### config.mk
export PLATFORM = sky130hd
export DESIGN_NAME = keypad_scanner_flat
export DESIGN_NICKNAME = d
export VERILOG_FILES = /design/src/rtl/keypad_scanner_pkg.sv /design/src/rtl/keypad_scanner_if.sv /design/src/rtl/sync_2ff.sv /design/src/rtl/keypad_scanner.sv /design/src/flat_wrapper.sv
export SDC_FILE = /design/constraint.sdc
export NUM_CORES = 1
export LEC_CHECK = 0
export ABC_AREA = 0
export BUFFER_PORTS_ARGS = -buffer_cell sky130_fd_sc_hd__buf_2
export CORE_ASPECT_RATIO = 1.1
export CORE_MARGIN = 2
export CORE_UTILIZATION = 50
export CTS_BUF_LIST = sky130_fd_sc_hd__clkbuf_2
export DETAILED_ROUTE_END_ITERATION = 6
export PLACE_DENSITY = 0.68
export RECOVER_POWER = 50
export SETUP_SLACK_MARGIN = 0.4
export SYNTH_ARGS = -nofsm -noshare
export SYNTH_HDL_FRONTEND = slang
export SYNTH_SLANG_ARGS = --single-unit
### constraint.sdc
create_clock -name CLOCK_25 -period 10 [get_ports CLOCK_25]
set_input_delay 1 -clock CLOCK_25 [delete_from_list [all_inputs] [get_ports CLOCK_25]]
set_output_delay 1 -clock CLOCK_25 [all_outputs]
set_load 0.1 [all_outputs]
### src/rtl/keypad_scanner_pkg.sv
// Shared key codes, default scan timing and the raw scan-result type for
// the 4x4 keypad scanners that feed img_generator.
package keypad_scanner_pkg;

  localparam logic [3:0] KEY_NONE = 4'd0;
  localparam logic [3:0] KEY_UP   = 4'd2;
  localparam logic [3:0] KEY_DOWN = 4'd8;

  localparam int KEYPAD_SCAN_DIV       = 25000;
  localparam int KEYPAD_DEBOUNCE_SCANS = 4;

  // One full-scan result; hit=0 means no key or a rejected multi-key press.
  typedef struct packed {
    logic       hit;
    logic [3:0] code;
  } raw_t;

  localparam raw_t RAW_NONE = '{hit: 1'b0, code: KEY_NONE};

endpackage

### src/rtl/keypad_scanner_if.sv
// Keypad pins plus the debounced key outputs of one player's scanner.
interface keypad_scanner_if;
  logic [3:0] row_n;
  logic [3:0] col_n;
  logic [3:0] keys;
  logic       key_valid;
  logic       key_pressed;

  modport master (
    input  row_n,
    output col_n, keys, key_valid, key_pressed
  );

  modport slave (
    output row_n,
    input  col_n, keys, key_valid, key_pressed
  );
endinterface

### src/rtl/sync_2ff.sv
// Two-flop synchroniser for asynchronous pin inputs, with a synchronous
// active-low reset to a chosen idle value.
module sync_2ff #(
  parameter int               WIDTH     = 1,
  parameter logic [WIDTH-1:0] RESET_VAL = '0
) (
  input  logic             clk,
  input  logic             rst_n,
  input  logic [WIDTH-1:0] d_i,
  output logic [WIDTH-1:0] q_o
);

  logic [WIDTH-1:0] meta_q;
  logic [WIDTH-1:0] sync_q;

  // NOTE: sequential state uses non-blocking assignments so every flop
  // samples its pre-edge input and the two stages really form a pipeline.
  always_ff @(posedge clk) begin
    if (!rst_n) begin
      meta_q <= RESET_VAL;
      sync_q <= RESET_VAL;
    end else begin
      meta_q <= d_i;
      sync_q <= meta_q;
    end
  end

  assign q_o = sync_q;

endmodule

### src/rtl/keypad_scanner.sv
// Column-scans a 4x4 keypad, rejects multi-key scans, debounces whole-scan
// results and presents a registered key code with a press pulse.
module keypad_scanner
  import keypad_scanner_pkg::*;
#(
  parameter int SCAN_DIV       = KEYPAD_SCAN_DIV,
  parameter int DEBOUNCE_SCANS = KEYPAD_DEBOUNCE_SCANS
) (
  input  logic      CLOCK_25,
  input  logic      reset_n,
  keypad_scanner_if.master kp
);

  localparam int         DIV_W    = (SCAN_DIV > 2) ? $clog2(SCAN_DIV) : 1;
  localparam logic [DIV_W-1:0] DIV_LAST = DIV_W'(SCAN_DIV - 1);
  localparam logic [3:0] DEB_MAX  = 4'(DEBOUNCE_SCANS);

  localparam logic [1:0] COL0 = 2'd0;
  localparam logic [1:0] COL1 = 2'd1;
  localparam logic [1:0] COL2 = 2'd2;
  localparam logic [1:0] COL3 = 2'd3;

  function automatic logic [3:0] key_lookup(input logic [1:0] row, input logic [1:0] col);
    logic [3:0] k;
    case ({row, col})
      4'b00_00: k = 4'd1;
      4'b00_01: k = 4'd2;
      4'b00_10: k = 4'd3;
      4'b00_11: k = 4'd10;
      4'b01_00: k = 4'd4;
      4'b01_01: k = 4'd5;
      4'b01_10: k = 4'd6;
      4'b01_11: k = 4'd11;
      4'b10_00: k = 4'd7;
      4'b10_01: k = 4'd8;
      4'b10_10: k = 4'd9;
      4'b10_11: k = 4'd12;
      4'b11_00: k = 4'd14;
      4'b11_01: k = 4'd0;
      4'b11_10: k = 4'd15;
      default:  k = 4'd13;
    endcase
    return k;
  endfunction

  logic [3:0]       row_sync_n;
  logic [DIV_W-1:0] div_q, div_d;
  logic [1:0]       col_q, col_d;
  logic [3:0]       col_n_q, col_n_d;
  logic [1:0]       hits_q, hits_d;
  logic [3:0]       code_q, code_d;
  raw_t             prev_q, prev_d;
  logic [3:0]       cnt_q, cnt_d;
  logic [3:0]       keys_q, keys_d;
  logic             valid_q, valid_d;
  logic             pressed_q, pressed_d;

  logic [3:0] rows;
  logic [2:0] col_cnt;
  logic [1:0] row_idx;
  logic [2:0] hits_sum;
  logic [1:0] hits_new;
  logic [3:0] code_new;
  logic       sample;
  raw_t       raw;
  raw_t       committed;

  sync_2ff #(.WIDTH(4), .RESET_VAL(4'hF)) u_row_sync (
    .clk   (CLOCK_25),
    .rst_n (reset_n),
    .d_i   (kp.row_n),
    .q_o   (row_sync_n)
  );

  assign committed = '{hit: valid_q, code: keys_q};
  assign sample    = (div_q == DIV_LAST);

  // Fold the current column into the running scan; hit count saturates at 2.
  always_comb begin
    rows    = ~row_sync_n;
    col_cnt = 3'd0;
    row_idx = 2'd0;
    for (int r = 0; r < 4; r++) begin
      if (rows[r]) begin
        col_cnt = col_cnt + 3'd1;
        row_idx = 2'(r);
      end
    end
    hits_sum = {1'b0, hits_q} + col_cnt;
    hits_new = (hits_sum >= 3'd2) ? 2'd2 : hits_sum[1:0];
    code_new = (col_cnt == 3'd1) ? key_lookup(row_idx, col_q) : code_q;
    raw.hit  = (hits_new == 2'd1);
    raw.code = raw.hit ? code_new : KEY_NONE;
  end

  // NOTE: every next-state signal gets a default first, so no path through
  // this block leaves a value unassigned and no latch is inferred.
  always_comb begin
    div_d     = div_q + DIV_W'(1);
    col_d     = col_q;
    col_n_d   = col_n_q;
    hits_d    = hits_q;
    code_d    = code_q;
    prev_d    = prev_q;
    cnt_d     = cnt_q;
    keys_d    = keys_q;
    valid_d   = valid_q;
    pressed_d = 1'b0;
    if (sample) begin
      div_d   = '0;
      col_d   = col_q + 2'd1;
      col_n_d = ~(4'b0001 << col_d);
      hits_d  = hits_new;
      code_d  = code_new;
      if (col_q == COL3) begin
        hits_d = 2'd0;
        code_d = KEY_NONE;
        if (raw == prev_q) begin
          if (cnt_q < DEB_MAX) cnt_d = cnt_q + 4'd1;
        end else begin
          cnt_d  = 4'd1;
          prev_d = raw;
        end
        if (cnt_d == DEB_MAX && raw != committed) begin
          keys_d    = raw.code;
          valid_d   = raw.hit;
          pressed_d = raw.hit;
        end
      end
    end
  end

  always_ff @(posedge CLOCK_25) begin
    if (!reset_n) begin
      div_q     <= '0;
      col_q     <= COL0;
      col_n_q   <= 4'b1110;
      hits_q    <= 2'd0;
      code_q    <= KEY_NONE;
      prev_q    <= RAW_NONE;
      cnt_q     <= 4'd0;
      keys_q    <= KEY_NONE;
      valid_q   <= 1'b0;
      pressed_q <= 1'b0;
    end else begin
      div_q     <= div_d;
      col_q     <= col_d;
      col_n_q   <= col_n_d;
      hits_q    <= hits_d;
      code_q    <= code_d;
      prev_q    <= prev_d;
      cnt_q     <= cnt_d;
      keys_q    <= keys_d;
      valid_q   <= valid_d;
      pressed_q <= pressed_d;
    end
  end

  assign kp.col_n       = col_n_q;
  assign kp.keys        = keys_q;
  assign kp.key_valid   = valid_q;
  assign kp.key_pressed = pressed_q;

endmodule

### src/flat_wrapper.sv
// flat-port wrapper written by rule: the top's interface ports become plain ports
module keypad_scanner_flat import keypad_scanner_pkg::*;
#(
  parameter int SCAN_DIV       = KEYPAD_SCAN_DIV,
  parameter int DEBOUNCE_SCANS = KEYPAD_DEBOUNCE_SCANS
)
  (CLOCK_25, reset_n, kp_row_n, kp_col_n, kp_keys, kp_key_valid, kp_key_pressed);
  keypad_scanner_if kp_i ();
  input  logic CLOCK_25;
  input  logic reset_n;
  input wire logic [$bits(kp_i.row_n)-1:0] kp_row_n;
  output wire logic [$bits(kp_i.col_n)-1:0] kp_col_n;
  output wire logic [$bits(kp_i.keys)-1:0] kp_keys;
  output wire logic [$bits(kp_i.key_valid)-1:0] kp_key_valid;
  output wire logic [$bits(kp_i.key_pressed)-1:0] kp_key_pressed;
  assign kp_i.row_n = kp_row_n;
  assign kp_col_n = kp_i.col_n;
  assign kp_keys = kp_i.keys;
  assign kp_key_valid = kp_i.key_valid;
  assign kp_key_pressed = kp_i.key_pressed;
  keypad_scanner #(.SCAN_DIV(SCAN_DIV), .DEBOUNCE_SCANS(DEBOUNCE_SCANS)) u_core (.CLOCK_25(CLOCK_25), .reset_n(reset_n), .kp(kp_i));
endmodule
==> insert_results.sql <==
INSERT INTO impl_metrics (metric_group, metric, value, unit) VALUES
('route', 'drt_pre_antenna_iters', '4', ''),
('synth', 'syn_inst', '296', ''),
('job', 'max-cap-violations', '0', ''),
('synth', 'ys.warnings.count', '0', ''),
('grt', 'grtUsageTotal', '18.1', '%'),
('clock_network', 'clk_latency', '0.42', 'ns'),
('setup_path', 'worstSetupPathType', 'reg2reg', ''),
('synth', 'synth_cell_type_count', '54', ''),
('route', 'num_vias', '2004', ''),
('final_layout', 'layout.cells.most_common', 'sky130_fd_sc_hd__dfxtp_1', ''),
('synth', 'postSynthNetCount', '316', ''),
('grt', 'first_global_vias', '1805', ''),
('floorplanning', 'core_area', '0.00503', 'mm^2'),
('timing', 'max_freq', '0.245', 'GHz'),
('clock_network', 'numCtsBuffers', '5', ''),
('setup_path', 'critical_path_arrival', '4.44', 'ns'),
('setup_path', 'cp-start-kind', 'register', ''),
('final_layout', 'antenna_cells', '0', ''),
('min_path', 'hold_class', 'reg2reg', ''),
('timing', 'timing.slew.headroom', '22.5', '%'),
('timing', 'skew', '0.0154', 'ns'),
('power', 'power_density', '125', 'mW/mm^2'),
('floorplanning', 'initial_utilization', '52.2', '%'),
('clock_network', 'root_buffer', 'sky130_fd_sc_hd__clkbuf_2', ''),
('floorplanning', 'number_of_cell_rows', '27', ''),
('power', 'p_comb_share', '10.9', '%'),
('grt', 'grt_pass1_wl', '8300', 'um'),
('power', 'power.ir.vdd_worst', '0.0000851', 'V'),
('timing', 'finalCritPeriodShare', '40.8', '%'),
('synth', 'adder_cell_share_of_the_synthesized_area', '6.96', '%'),
('power', 'power.share.sequential', '59.7', '%'),
('timing', 'tns', '0', 'ns'),
('grt', 'globalRoute.totalOverflow', '0', ''),
('setup_path', 'timing.reg2reg.worst_path_depth', '16', ''),
('placement', 'io_buffer_count', '15', ''),
('floorplanning', 'chipWidth', '73.1', 'um'),
('final_layout', 'final_core_utilization', '54.6', '%'),
('power', 'power.clock.fraction', '29.4', '%'),
('timing', 'worst_hold_slack', '0.435', 'ns'),
('final_layout', 'final_layout_size_suffix_gt1_share', '7.17', '%'),
('timing', 'setup_repair_after_global_routing_missed_its_margin', 'false', ''),
('synth', 'synth_compound_gate_area_share', '11.0', '%'),
('power', 'power.internal', '0.000258', 'W'),
('final_layout', 'most-common-layout-cells', '50 x sky130_fd_sc_hd__dfxtp_1, 41 x sky130_fd_sc_hd__nor2_1, 25 x sky130_fd_sc_hd__nand2_1', ''),
('clock_network', 'clock_sink_count', '50', ''),
('power', 'swShare', '25.1', '%'),
('setup_path', 'timing.critical_path.fanout_max', '7', ''),
('route', 'post_drt_via_cell_ratio', '5.49', ''),
('setup_path', 'cp.required', '10.36', 'ns'),
('final_layout', 'area_growth', '4.67', '%'),
('synth', 'ys_seq_elements', '50', ''),
('setup_path', 'cp_slowest_cell', 'sky130_fd_sc_hd__dfxtp_1', ''),
('clock_network', 'cts_tree', 'built', ''),
('route', 'drcViolationCount', '0', ''),
('route', 'route.detailed.wl_per_inst', '13.2', 'um'),
('setup_path', 'crit_path_end_kind', 'register', ''),
('clock_network', 'clock_pin_slew_worst_setup_and_hold_paths', '0.24', 'ns'),
('timing', 'worstMarginPinSlew', '1.17', 'ns'),
('synth', 'largest_family_of_logic_cells_by_synthesized_area', 'simple AND/OR/NAND/NOR gates', ''),
('synth', 'post_synth_instance_area', '0.00263', 'mm^2'),
('synth', 'avgSynthCellArea', '8.87', 'um^2'),
('clock_network', 'cts_hold_buffers', '0', ''),
('route', 'drt-initial-drc-count', '89', ''),
('outcome', 'run_status', 'finished clean', ''),
('floorplanning', 'design.portCount', '16', ''),
('synth', 'synth_mux_area_share', '5.24', '%'),
('placement', 'post-dp-hpwl', '3480', 'um'),
('final_layout', 'fillCellCount', '481', ''),
('route', 'postRouteWirelength', '4810', 'um'),
('placement', 'gp_congestion', '0.832', ''),
('clock_network', 'post_cts.repair.setup_buffers', '0', '');
-- cell usage after synthesis (all sizes together) --
| master | n | area, um^2 |
|---|---|---|
| nand2b | 12 | 75.1 |
| buf | 5 | 40.0 |
| a211o | 2 | 17.5 |
| o21a | 2 | 15.0 |
| nor4b | 4 | 35.0 |
| nand4b | 1 | 8.76 |
| nor2b | 5 | 31.3 |
| xor2 | 11 | 96.3 |
| o21ai | 8 | 40.0 |
| nand3 | 13 | 82.6 |
| a21oi | 11 | 55.1 |
| nand2 | 25 | 93.8 |
| nor4 | 4 | 46.3 |
| fa | 1 | 20.0 |
| nand4 | 6 | 43.8 |
| nor3 | 1 | 5.00 |
| o22ai | 1 | 6.26 |
| nor3b | 2 | 20.0 |
| inv | 11 | 41.3 |
| xnor2 | 11 | 96.3 |
| and2 | 3 | 18.8 |
| a22o | 1 | 8.76 |
| nand3b | 1 | 7.51 |
| dfxtp | 50 | 1000 |
| or2 | 4 | 25.0 |
| ha | 13 | 163 |
| o211ai | 4 | 35.0 |
| clkbuf | 6 | 22.5 |
| o22a | 1 | 8.76 |
| nor2 | 41 | 154 |
| a211oi | 2 | 15.0 |
| mux2i | 13 | 138 |
| a21o | 1 | 7.51 |
| and3 | 6 | 42.5 |
| a31o | 4 | 35.0 |
| or3 | 4 | 30.0 |
| a31oi | 4 | 25.0 |
| a41o | 1 | 10.0 |
| o221ai | 1 | 8.76 |
-- logic make-up (layout without fill, tap and decap cells) --
| group | Yosys count | in the layout |
|---|---|---|
| adder cells (fa/ha/maj) | 14 | 14 |
| buffers and inverters | 22 | 33 |
| multiplexers | 13 | 13 |
| flip-flops | 50 | 50 |
| AO/OA/AOI/OAI | 43 | 43 |
| XOR/XNOR | 22 | 22 |
| AND/OR/NAND/NOR | 132 | 132 |
-- state kept, by name (all words and copies together), names as in the netlist --
name	count
u_core.col_q	2
u_core.kp.key_pressed	1
u_core.u_row_sync.q_o	4
u_core.kp.keys	4
u_core.kp.key_valid	1
u_core.prev_q	5
u_core.kp.col_n	4
u_core.cnt_q	4
u_core.code_q	4
u_core.u_row_sync.meta_q	4
u_core.div_q	15
u_core.hits_q	2
-- per-stage QoR --
stage	area [um^2]	worst slack [ns]	std cells	power (W)
floorplan	2630	6.19	296	0.000240
detailed placement	2710	5.97	358	0.000247
finish	2750	5.92	365	0.000344
global placement	2710	6.13	358	0.000247
CTS	2770	5.92	365	0.000348
global route	2750	5.51	365	0.000362
-- worst max-delay path, delay by kind of cell, from the launching register on --
kind / cells / cell delay [ns]
DFF: 1 / 0.45
buffers and inverters: 2 / 0.19
muxes: 1 / 0.21
and+or+nand+nor: 4 / 0.85
xor gates and xnor gates: 4 / 0.80
AOI/OAI and AO/OA: 2 / 0.46
adders and majority gates: 3 / 1.04
-- area by class of cell --
class / instances / area, um^2 / area share (%)
clock inverters: 2 / 33.8 / 1.23
flip-flops and latches: 50 / 1000 / 36.4
multi-input cells: 224 / 1510 / 55.1
repair buffers: 15 / 61.3 / 2.23
well taps: 58 / 72.6 / 2.64
clock buffers: 5 / 25.0 / 0.911
inverters: 11 / 41.3 / 1.50
-- layer usage --
layer	vias up	global-route usage (%)	routed length, um
met3	4	4.55	152
met1	931	23.0	2310
met5	-	0	0
li1	1040	-	-
met2	29	30.1	2310
met4	0	5.00	42
-- power groups by stage --
stage | Sequential (W) | Clock [W] | Combinational, W
2_1_floorplan | 0.000207 | 0 | 0.0000326
3_3_place_gp | 0.000209 | 0 | 0.0000377
3_5_place_dp | 0.000209 | 0 | 0.0000381
4_1_cts | 0.000205 | 0.000105 | 0.0000384
5_1_grt | 0.000206 | 0.000114 | 0.0000424
6_report | 0.000205 | 0.000101 | 0.0000376
-- path summary, 6_finish.rpt --
path	from	endpoint	slack, ns
setup / recovery	u_core.u_row_sync.q_o[1]	u_core.kp.keys[1]	5.92
hold / removal	u_core.u_row_sync.meta_q[2]	u_core.u_row_sync.q_o[2]	0.44
setup reg to reg	u_core.u_row_sync.q_o[1]	u_core.kp.keys[1]	5.92
hold reg to reg	u_core.u_row_sync.meta_q[2]	u_core.u_row_sync.q_o[2]	0.44
(Power assumes the default switching activity.)
